--- config.mk ---
export PLATFORM = sky130hd
export DESIGN_NAME = watch_mode_ctrl
export DESIGN_NICKNAME = d
export VERILOG_FILES = /design/src/rtl/watch_pkg.sv /design/src/rtl/watch_alarm_arb.sv /design/src/rtl/watch_mode_ctrl.sv
export SDC_FILE = /design/constraint.sdc
export NUM_CORES = 1
export LEC_CHECK = 0
export ABC_AREA = 1
export BUFFER_PORTS_ARGS = -buffer_cell sky130_fd_sc_hd__buf_2
export CORE_AREA = 10 10 156 158
export DETAILED_ROUTE_END_ITERATION = 16
export DIE_AREA = 0 0 166 168
export PLACE_DENSITY_LB_ADDON = 0.25
export REMOVE_ABC_BUFFERS = 1
export SETUP_SLACK_MARGIN = 0.3
export SKIP_CTS_REPAIR_TIMING = 1
export SLEW_MARGIN = 30
export SYNTH_ARGS = -nofsm -noshare
export SYNTH_HDL_FRONTEND = slang
export SYNTH_SLANG_ARGS = --single-unit
--- constraint.sdc ---
create_clock -name clk -period 1.8 [get_ports clk]
set_clock_uncertainty 0.2 [all_clocks]
set_input_delay 0 -clock clk [delete_from_list [all_inputs] [get_ports clk]]
set_output_delay 0 -clock clk [all_outputs]
set_load 0.05 [all_outputs]
--- src/rtl/watch_pkg.sv ---
// Shared constants and types for the watch top-level sequencer.
// Mode indices follow the bit positions of the one-hot mode ring.
package watch_pkg;

  localparam int unsigned NUM_MODES = 7;
  localparam int unsigned DISP_W    = 48;
  localparam int unsigned SRC_W     = 3;

  localparam int unsigned MODE_DATE      = 0;
  localparam int unsigned MODE_CLOCK     = 1;
  localparam int unsigned MODE_ALARM     = 2;
  localparam int unsigned MODE_STOPWATCH = 3;
  localparam int unsigned MODE_TIMER     = 4;
  localparam int unsigned MODE_DDAY      = 5;
  localparam int unsigned MODE_LADDER    = 6;

  typedef enum logic {
    ARB_IDLE = 1'b0,
    ARB_RING = 1'b1
  } arb_state_e;

  // True when exactly one bit of the mode vector is set.
  function automatic logic is_onehot(input logic [NUM_MODES-1:0] v);
    return (v != '0) && ((v & (v - NUM_MODES'(1))) == '0);
  endfunction

endpackage

--- src/rtl/watch_alarm_arb.sv ---
// Alarm arbiter: latches request edges, grants the lowest pending index,
// rings for a fixed number of cycles or until any button edge dismisses it.
module watch_alarm_arb
  import watch_pkg::*;
#(
  parameter int unsigned RING_CYCLES = 1000
) (
  input  logic                 clk,
  input  logic                 rst,
  input  logic                 btn_edge_i,
  input  logic [NUM_MODES-1:0] req_edge_i,
  output logic                 alarm_o,
  output logic [SRC_W-1:0]     alarm_src_o,
  output logic                 busy_o
);

  localparam int unsigned CNT_W = (RING_CYCLES > 1) ? $clog2(RING_CYCLES) : 1;

  arb_state_e           state_q, state_d;
  logic [NUM_MODES-1:0] pending_q, pending_d;
  logic [CNT_W-1:0]     cnt_q, cnt_d;
  logic [SRC_W-1:0]     src_q, src_d;
  logic                 alarm_q, alarm_d;
  logic                 found;
  logic [SRC_W-1:0]     gidx;

  // State and registered outputs
  always_ff @(posedge clk) begin
    if (rst) begin
      state_q   <= ARB_IDLE;
      pending_q <= '0;
      cnt_q     <= '0;
      src_q     <= '0;
      alarm_q   <= 1'b0;
    end else begin
      state_q   <= state_d;
      pending_q <= pending_d;
      cnt_q     <= cnt_d;
      src_q     <= src_d;
      alarm_q   <= alarm_d;
    end
  end

  // Lowest set pending index wins
  always_comb begin
    found = 1'b0;
    gidx  = '0;
    for (int i = NUM_MODES - 1; i >= 0; i--) begin
      if (pending_q[i]) begin
        found = 1'b1;
        gidx  = SRC_W'(i);
      end
    end
  end

  // Next state; new request edges are OR'd in after any grant clear
  always_comb begin
    state_d   = state_q;
    pending_d = pending_q;
    cnt_d     = cnt_q;
    src_d     = src_q;
    case (state_q)
      ARB_IDLE: begin
        if (found) begin
          pending_d = pending_q & ~(NUM_MODES'(1) << gidx);
          src_d     = gidx;
          cnt_d     = CNT_W'(RING_CYCLES - 1);
          state_d   = ARB_RING;
        end
      end
      ARB_RING: begin
        cnt_d = cnt_q - CNT_W'(1);
        if ((cnt_q == '0) || btn_edge_i) begin
          state_d = ARB_IDLE;
        end
      end
      default: state_d = ARB_IDLE;
    endcase
    pending_d = pending_d | req_edge_i;
  end

  // Moore output decode
  always_comb begin
    alarm_d = (state_d == ARB_RING);
  end

  assign alarm_o     = alarm_q;
  assign alarm_src_o = src_q;
  assign busy_o      = (state_q == ARB_RING);

endmodule

--- src/rtl/watch_mode_ctrl.sv ---
// Watch sequencer: button edge detect, one-hot mode ring gated on the active
// module's normal view, registered display mux and alarm arbitration.
module watch_mode_ctrl
  import watch_pkg::*;
#(
  parameter int unsigned RESET_MODE  = MODE_DDAY,
  parameter int unsigned RING_CYCLES = 1000
) (
  input  logic                        clk,
  input  logic                        rst,
  input  logic                        up,
  input  logic                        down,
  input  logic                        esc,
  input  logic [NUM_MODES-1:0]        norm,
  input  logic [NUM_MODES*DISP_W-1:0] disp_bus,
  input  logic [NUM_MODES-1:0]        alarm_req,
  output logic [NUM_MODES-1:0]        mode,
  output logic [DISP_W-1:0]           out,
  output logic [7:0]                  o_m,
  output logic                        alarm,
  output logic [SRC_W-1:0]            alarm_src
);

  localparam logic [NUM_MODES-1:0] MODE_RST = NUM_MODES'(1) << RESET_MODE;

  logic                 up_q, down_q, esc_q;
  logic [NUM_MODES-1:0] req_q;
  logic                 up_e, down_e, esc_e;
  logic [NUM_MODES-1:0] req_e;
  logic [NUM_MODES-1:0] mode_q, mode_d;
  logic [DISP_W-1:0]    out_q, out_d;
  logic [7:0]           o_m_q;
  logic [DISP_W-1:0]    disp_sel;
  logic                 arb_busy;
  logic                 rot_ok;

  // Previous levels reset high so a level held through reset is not an edge
  always_ff @(posedge clk) begin
    if (rst) begin
      up_q   <= 1'b1;
      down_q <= 1'b1;
      esc_q  <= 1'b1;
      req_q  <= '1;
    end else begin
      up_q   <= up;
      down_q <= down;
      esc_q  <= esc;
      req_q  <= alarm_req;
    end
  end

  assign up_e   = up & ~up_q;
  assign down_e = down & ~down_q;
  assign esc_e  = esc & ~esc_q;
  assign req_e  = alarm_req & ~req_q;

  // Rotation only from a normal view and with no alarm ringing
  assign rot_ok = ((mode_q & norm) != '0) && !arb_busy;

  always_comb begin
    mode_d = mode_q;
    if (!is_onehot(mode_q)) begin
      mode_d = MODE_RST;
    end else if (rot_ok && up_e && !down_e) begin
      mode_d = {mode_q[NUM_MODES-2:0], mode_q[NUM_MODES-1]};
    end else if (rot_ok && down_e && !up_e) begin
      mode_d = {mode_q[0], mode_q[NUM_MODES-1:1]};
    end
  end

  always_comb begin
    disp_sel = '0;
    for (int i = 0; i < NUM_MODES; i++) begin
      if (mode_q[i]) begin
        disp_sel = disp_sel | disp_bus[i*DISP_W +: DISP_W];
      end
    end
    out_d = is_onehot(mode_q) ? disp_sel : '0;
  end

  always_ff @(posedge clk) begin
    if (rst) begin
      mode_q <= MODE_RST;
      out_q  <= '0;
      o_m_q  <= 8'(MODE_RST);
    end else begin
      mode_q <= mode_d;
      out_q  <= out_d;
      o_m_q  <= 8'(mode_q);
    end
  end

  watch_alarm_arb #(
    .RING_CYCLES (RING_CYCLES)
  ) u_arb (
    .clk         (clk),
    .rst         (rst),
    .btn_edge_i  (up_e | down_e | esc_e),
    .req_edge_i  (req_e),
    .alarm_o     (alarm),
    .alarm_src_o (alarm_src),
    .busy_o      (arb_busy)
  );

  assign mode = mode_q;
  assign out  = out_q;
  assign o_m  = o_m_q;

endmodule
==> results of run 1 <==
==> cell families after synthesis <==
kind of cell,Yosys count,share of synthesized area (%)
simple gates,399,32.7
compound gates,177,22.8
buf+inv,107,8.66
flops,93,35.5
fa+ha+maj,1,0.239
other cells,1,0.0715
==> synthesized netlist by cell type, types with 11 or more instances <==
library cell | number | share of area [%]
nand2_1 | 262 | 19
dfxtp_1 | 93 | 36
a21oi_1 | 66 | 6.3
a22o_1 | 52 | 8.7
inv_1 | 50 | 3.6
nor2_1 | 45 | 3.2
nand3_1 | 40 | 3.8
clkbuf_1 | 28 | 2.0
a211oi_1 | 15 | 2.1
a31oi_1 | 15 | 1.8
nand4_1 | 14 | 1.7
a221oi_1 | 12 | 2.0
buf_2 | 12 | 1.1
nor3_1 | 12 | 1.1
o21ai_0 | 11 | 1.1
==> metrics by stage <==
| step | instance area [um2] | utilization, % | cells | hold slack [ns] |
|---|---|---|---|---|
| 2_1_floorplan | 4990 | - | 724 | -0.131 |
| 3_3_place_gp | 7760 | 36.2 | 1454 | -0.0127 |
| 3_5_place_dp | 7760 | 36.2 | 1454 | -0.00517 |
| 4_1_cts | 8060 | 37.6 | 1470 | -0.386 |
==> Implementation_results.wiki, run 1 <==
{| class="wikitable"
! Metric !! Value
|-
| Vertical die dimension || between 150 and 200 um
|-
| First reported error || [ERROR RSZ-0060] Max buffer count reached.
|-
| Sum of net half-perimeters after detailed placement || 25600 um
|-
| Max Buffers Root-to-Sink || 2
|-
| Root Driver || clkbuf_16
|-
| Floorplan die width || about 170 um
|-
| EDFF count, synth || 0
|-
| Initial Utilization || roughly 24%
|-
| H-tree lvl count || 3
|-
| Pin count of the biggest net entering global routing || 40
|-
| Register bit count reported by yosys || 93
|-
| Stopped at || global routing
|-
| Final estimated routing congestion in global placement || 0.933
|-
| Port-buffer cells || 420
|-
| Mean post-synth cell area || 6.74 um2
|-
| Worst End Pin Type || sequential cell input
|-
| Sequential-to-total area share from yosys stat || between 30% and 40%
|-
| Pre-CTS WS || about 0.061 ns
|-
| Yosys cell types || 31
|-
| Netlist area before placement || between 5000 and 6000 um2
|-
| Post-synth ARST share || 0%
|-
| Clock sinks || 93
|-
| Boundary Pins || 422
|-
| GR repair worst EP || out[24]$_SDFF_PP0_/D
|-
| Syn Inst Count || ~800
|-
| Total of warnings raised by yosys || 0
|-
| Post-synth top flop || dfxtp_1
|-
| Site Rows || 54
|-
| Status || aborted with a tool error
|-
| Number of CTS-inserted buffers || 9
|}
==> inputs of run 2 (changes only) <==
Settings changed: PLACE_DENSITY_LB_ADDON 0.25 to 0.15, SETUP_SLACK_MARGIN 0.3 to unset.
Clock period 1.8 ns to 2.34 ns, I/O delays scaled along.
==> Implementation_results.wiki, run 2 <==
{| class="wikitable"
! Metric !! Value
|-
| Mean post-synth cell area || between 6 and 7 um2
|-
| Clock sinks || 93
|-
| Static Leakage || 5.06 nW
|-
| Final number of hold-violating endpoints || 0
|-
| EDFF count, synth || 0
|-
| Kind of cell adding the most delay to the critical path || buffers and inverters
|-
| Growth of design area from synthesis to finish || 93.3%
|-
| Worst Setup End Kind || flip-flop
|-
| Register bit count reported by yosys || 93
|-
| Via count of the first global-routing pass || between 7000 and 8000
|-
| Total routing resource utilization after global routing || 22.2%
|-
| Boundary Pins || 422
|-
| Placed Instances || roughly 1400
|-
| Total Die Area || ~28000 um2
|-
| Met3 Resource Use GR || approximately 8.2%
|-
| Worst-path clk slew || around 0.070 ns
|-
| Core Area || about 21000 um2
|-
| Cell depth of the worst hold path || 5
|-
| Worst Path Class, Setup || reg2reg
|-
| Hold Path Sink || out[5]
|-
| Final total power || 6.32 mW
|-
| Maximum fanout along the worst path || 26
|-
| Antenna violations before repair || 14
|-
| Yosys top cell area share || 35.5%
|-
| Sum of net half-perimeters after detailed placement || 27400 um
|-
| Netlist area before placement || ~5200 um2
|-
| Slew @ Worst Pin || around 0.55 ns
|-
| Fillers || about 2200
|-
| Worst-path cell chain || buf_12, buf_4, nand2_1, nand3_1, dlygate4sd3_1, nor3_1, nor2_1
|-
| Total length of routed wires || between 30000 and 40000 um
|-
| Pre-CTS WS || between 0.3 and 0.4 ns
|-
| Max FFs per register || between 40 and 50
|-
| Wire length of the first global-routing pass || roughly 47000 um
|-
| Hold_sp || disp_bus[149]
|-
| DRC violation count after routing || 0
|-
| Number of failing setup endpoints in the final timing report || 1
|-
| Slowest cell on the critical path || dlygate4sd3_1
|-
| Vertical die dimension || 168 um
|-
| Worst endpoint data arrival time || approximately 2.4 ns
|-
| Reg2reg end || out[22]
|-
| Syn Inst Count || roughly 780
|-
| Initial Utilization || between 20% and 30%
|-
| Power density over the cells || 624 nW/um2
|-
| Count of buffer and inverter cells on the critical path || 3
|-
| Hold crit path type || in2reg
|-
| Worst reg-to-reg setup slack || -0.01 ns
|-
| Max Buffers Root-to-Sink || 2
|-
| Number of nets with antenna violations after detailed routing || 0
|-
| Ranking of synthesized cells by instance count || nand2_1 (262), dfxtp_1 (93), a21oi_1 (66)
|-
| M2 GR Usage || 36.1%
|-
| Accumulated negative setup slack || -0.0107 ns
|-
| Yosys cell types || 31
|-
| Port-buffer cells || 420
|-
| Later-pin clock latency in the skew report || between 0.3 and 0.4 ns
|-
| First DRT Iteration DRCs || roughly 560
|-
| Length of the first detailed-routing pass in iterations || 5
|-
| Vias per inst || between 4 and 5
|-
| Library cell occupying the most area in the post-synthesis netlist || dfxtp_1
|-
| Top-count cell post-synth || nand2_1
|-
| Cells taking the most area after synthesis || dfxtp_1 (36%), nand2_1 (19%), a22o_1 (8.7%)
|-
| Overflow after GRT || 0
|-
| DR vias || 8017
|-
| Maximum operating frequency || ~0.43 GHz
|-
| Floorplan die width || 166 um
|-
| Relative slew slack || between 60% and 70%
|-
| Pin count of the biggest net entering global routing || 46
|-
| Worst setup margin || -0.0107 ns
|-
| Site Rows || 54
|-
| Max stage delay on crit path || between 0.5 and 0.6 ns
|-
| Post-synth ARST share || 0%
|-
| Max Cap Viol || 0
|-
| Share of cells above drive strength 1 || a little over a third
|-
| Worst flop-to-flop path startpoint || mode[4]
|-
| H-tree lvl count || 3
|-
| Total of warnings raised by yosys || 0
|-
| Root Driver || clkbuf_16
|-
| Peak supply drop || a little under 0.3 mV
|-
| Number of CTS-inserted buffers || 9
|-
| Most frequent standard cell in the layout excluding fill and tap cells || buf_2
|-
| Violations in the final reports || setup timing
|-
| Leading cell types in the layout, fill and taps excluded || buf_2 (420), nand2_1 (262), dlygate4sd3_1 (212)
|-
| Post-synth top flop || dfxtp_1
|-
| Post-route minimum period || approximately 2.4 ns
|-
| Busiest metal layer after global routing || met2
|-
| Routed WL per cell || a little over 20 um
|-
| Max-slew violations || 0
|-
| Number of standard cells in the layout, taps in and fillers out || around 1700
|-
| Worst reg2reg path depth || 7
|-
| Met1 usage in global routing || roughly a quarter
|-
| Launch point of the worst path || mode[4]
|-
| Period Utilization, post-route || 100%
|-
| Final estimated routing congestion in global placement || between 0.8 and 0.9
|-
| Number of cells on the critical path || 7
|-
| Worst setup SP type || flip-flop
|-
| Required time reported for the critical path endpoint || roughly 2.4 ns
|-
| Sequential-to-total area share from yosys stat || 35.5%
|-
| CTS tree || yes
|-
| Total Nets Final || 1746
|-
| Final core utilization || roughly 47%
|-
| Status || complete, but fails checks
|}
## run 2: power by group
part           leakage (nW)  total [mW]  internal [mW]  switching (mW)
Sequential            0.771        1.98           1.83           0.153
Combinational          4.15        2.83           1.10            1.73
Clock                 0.143        1.51          0.839           0.672
Total                  5.06        6.32           3.77            2.56
## run 2: layout make-up
cell class,count,area [um2],area share [%]
Clock buffer,10,229,2.26
Clock inverter,6,72.6,0.716
Multi-Input combinational cell,578,2930,28.9
Tap cell,280,350,3.46
Antenna cell,11,27.5,0.272
Inverter,53,199,1.96
Timing Repair Buffer,655,4460,44.0
Sequential cell,93,1870,18.5
## run 2: worst reg2reg max path, delay by kind of cell, from the launching register on
family / cells / cell delay (ns)
DFF: 1 / 0.43
and+or+nand+nor: 4 / 0.59
buffers and inverters: 3 / 1.02
## run 2: kinds of logic after synthesis
group,count (synthesis),share of synthesized area (%)
other,1,0.0715
AND/OR/NAND/NOR,399,32.7
flip-flops,93,35.5
buffers and inverters,107,8.66
adder cells (fa/ha/maj),1,0.239
AO/OA/AOI/OAI,177,22.8
## run 2: per-layer routing
layer	vias up	part of all wire [%]	routed length, um
met5	-	0.14	47
met4	8	2.5	869
met3	67	9.3	3250
met2	447	49	17000
met1	3646	39	13600
li1	3849	-	-
## run 2: how the worst max path moves through the flow
stage / endpoint
floorplan: out[2]
global placement: mode[5]
detailed placement: mode[5]
CTS: mode[3]
global route: out[22]
finish: out[22]
## run 2: metrics by stage
| step | hold WS, ns | instance area (um2) |
|---|---|---|
| finish | 0.0243 | 10100 |
| global placement | -0.00741 | 7680 |
| floorplan | -0.131 | 4990 |
| detailed placement | -0.00147 | 7680 |
| global route | 0.00969 | 10100 |
| CTS | -0.384 | 7990 |
Note: power is estimated with default switching activity, not from simulation.
==> inputs of run 3 (changes only) <==
Settings changed: SKIP_CTS_REPAIR_TIMING 1 to unset.
==> Implementation_results.wiki, run 3 (same netlist as run 2, synthesis figures left out) <==
{| class="wikitable"
! Metric !! Value
|-
| Status || finished, final reports clean
|-
| Length of the first detailed-routing pass in iterations || 5
|-
| Power density over the cells || approximately 630 nW/um2
|-
| Worst hold margin || about 0.15 ns
|-
| Reg2reg end || out[0]
|-
| Relative slew slack || 61.6%
|-
| Port-buffer cells || between 400 and 500
|-
| Pre-CTS WS || 0.361 ns
|-
| Growth of design area from synthesis to finish || 91.6%
|-
| DRC violation count after routing || 0
|-
| Fillers || approximately 2200
|-
| Hold Path Sink || mode[6]
|-
| Fin area || approximately 10000 um2
|-
| Worst flop-to-flop path startpoint || mode[4]
|-
| Hold_sp || norm[2]
|-
| Number of failing setup endpoints in the final timing report || 0
|-
| Number of CTS-inserted buffers || 9
|-
| Worst reg-to-reg setup slack || 0.1 ns
|-
| Wire length of the first global-routing pass || 51000 um
|-
| First DRT Iteration DRCs || 580
|-
| Sum of net half-perimeters after detailed placement || between 20000 and 30000 um
|-
| Final number of hold-violating endpoints || 0
|-
| Clock sinks || 93
|-
| Most frequent standard cell in the layout excluding fill and tap cells || buf_2
|-
| Worst reg2reg path depth || 6
|-
| Hold crit path type || in2reg
|-
| Antenna violations before repair || 17
|-
| Routed WL per cell || 20.6 um
|-
| Worst Path Class, Setup || reg2reg
|-
| CTS tree || yes
|-
| DR vias || 7879
|-
| Post-CTS setup buffer count || 0
|-
| Worst Setup End Kind || flip-flop
|-
| Peak supply drop || just under 0.3 mV
|-
| Pin count of the biggest net entering global routing || 46
|-
| Site Rows || 54
|-
| Static Leakage || about 5 nW
|-
| Final estimated routing congestion in global placement || about 0.89
|-
| Overflow after GRT || 0
|-
| H-tree lvl count || 3
|-
| Total Die Area || 27900 um2
|-
| Maximum operating frequency || between 0.4 and 0.5 GHz
|-
| Max-slew violations || 0
|-
| Period Utilization, post-route || between 90% and 100%
|-
| Vertical die dimension || 168 um
|-
| Via count of the first global-routing pass || 8355
|-
| Max Cap Viol || 0
|-
| Boundary Pins || 422
|-
| Cell area reported after detailed placement || a little under 8000 um2
|-
| Floorplan die width || about 170 um
|-
| Share of cells above drive strength 1 || 35.4%
|-
| Leading cell types in the layout, fill and taps excluded || buf_2 (420), nand2_1 (262), dlygate4sd3_1 (202)
|-
| Worst endpoint data arrival time || roughly 2.3 ns
|-
| Root Driver || clkbuf_16
|-
| Worst-path clk slew || ~0.070 ns
|-
| Total routing resource utilization after global routing || around a quarter
|-
| Final core utilization || 46.9%
|-
| Final total power || approximately 6.3 mW
|-
| Post-route minimum period || roughly 2.2 ns
|-
| Cell depth of the worst hold path || 9
|-
| Later-pin clock latency in the skew report || about 0.35 ns
|-
| Max Buffers Root-to-Sink || 2
|-
| Max FFs per register || 48
|-
| Core Area || 21400 um2
|-
| Worst setup SP type || flip-flop
|-
| Vias per inst || about 4.7
|-
| Total Nets Final || between 1500 and 2000
|-
| Number of nets with antenna violations after detailed routing || 0
|-
| Setup repair after global routing missed its margin || no
|-
| Worst setup margin || between 0.09 and 0.1 ns
|-
| Slew @ Worst Pin || 0.576 ns
|-
| Total length of routed wires || 34500 um
|-
| Required time reported for the critical path endpoint || between 2 and 2.5 ns
|-
| Maximum fanout along the worst path || 26
|-
| Initial Utilization || ~24%
|}
## run 3: cell count changes in the layout (fill, tap and decap cells not counted)
cell | before | now
diode_2 | 11 | 12
nor3_1 | 12 | 11
dlygate4sd3_1 | 212 | 202
nor3_2 | 0 | 1
## run 3: power breakdown
part,total [mW],switching (mW),internal [mW]
Clock,1.51,0.675,0.839
Combinational,2.82,1.73,1.09
Sequential,1.98,0.149,1.83
Total,6.31,2.55,3.76
## run 3: worst max-delay path, cell delays in order (launching register included)
cell and delay [ns]:
dfxtp_2 0.55, buf_12 0.25, buf_4 0.19, a22o_1 0.13, a21oi_1 0.05, dlygate4sd3_1 0.59, a31oi_1 0.20
## run 3: metal layers
layer  share of wire, %  global-route usage [%]  routed length (um)  up-vias
met2                 48                    38.8               16500      387
met4                3.4                    8.63                1170       10
li1                   -                       -                   -     3833
met5               0.18                       0                  61        -
met1                 39                    27.0               13300     3576
met3                 10                    8.80                3440       73
## run 3: through the flow
| stage | setup TNS [ns] | cells |
|---|---|---|
| after floorplan | -35.34 | 724 |
| after global placement | 0 | 1447 |
| after detailed placement | 0 | 1447 |
| after CTS | 0 | 1665 |
| after global routing | 0 | 1674 |
| final | 0 | 1677 |
## run 3: cell type report
| class | instances | area [um2] | area share (%) |
|---|---|---|---|
| repair buffers | 645 | 4360 | 43.4 |
| multi-input cells | 578 | 2930 | 29.2 |
| flip-flops and latches | 93 | 1870 | 18.6 |
| well taps | 280 | 350 | 3.49 |
| clock buffers | 10 | 229 | 2.28 |
| inverters | 53 | 199 | 1.98 |
| clock inverters | 6 | 72.6 | 0.723 |
| diodes | 12 | 30.0 | 0.299 |
## run 3: how the worst max path moves through the flow
stage / slack [ns] / from / depth (start not counted) / endpoint
CTS: 0.1 / mode[4] / 6 / out[0]
global route: 0.02 / mode[4] / 7 / out[39]
floorplan: -0.72 / mode[6] / 7 / out[2]
global placement: 0.39 / mode[0] / 10 / mode[5]
detailed placement: 0.36 / mode[0] / 10 / mode[5]
finish: 0.1 / mode[4] / 6 / out[0]
## run 3: what timing repair did
action	CTS	global route
hold endpoints to repair	76	0
setup endpoints to repair	0	1
hold buffers	202	0
gates resized for setup	0	1
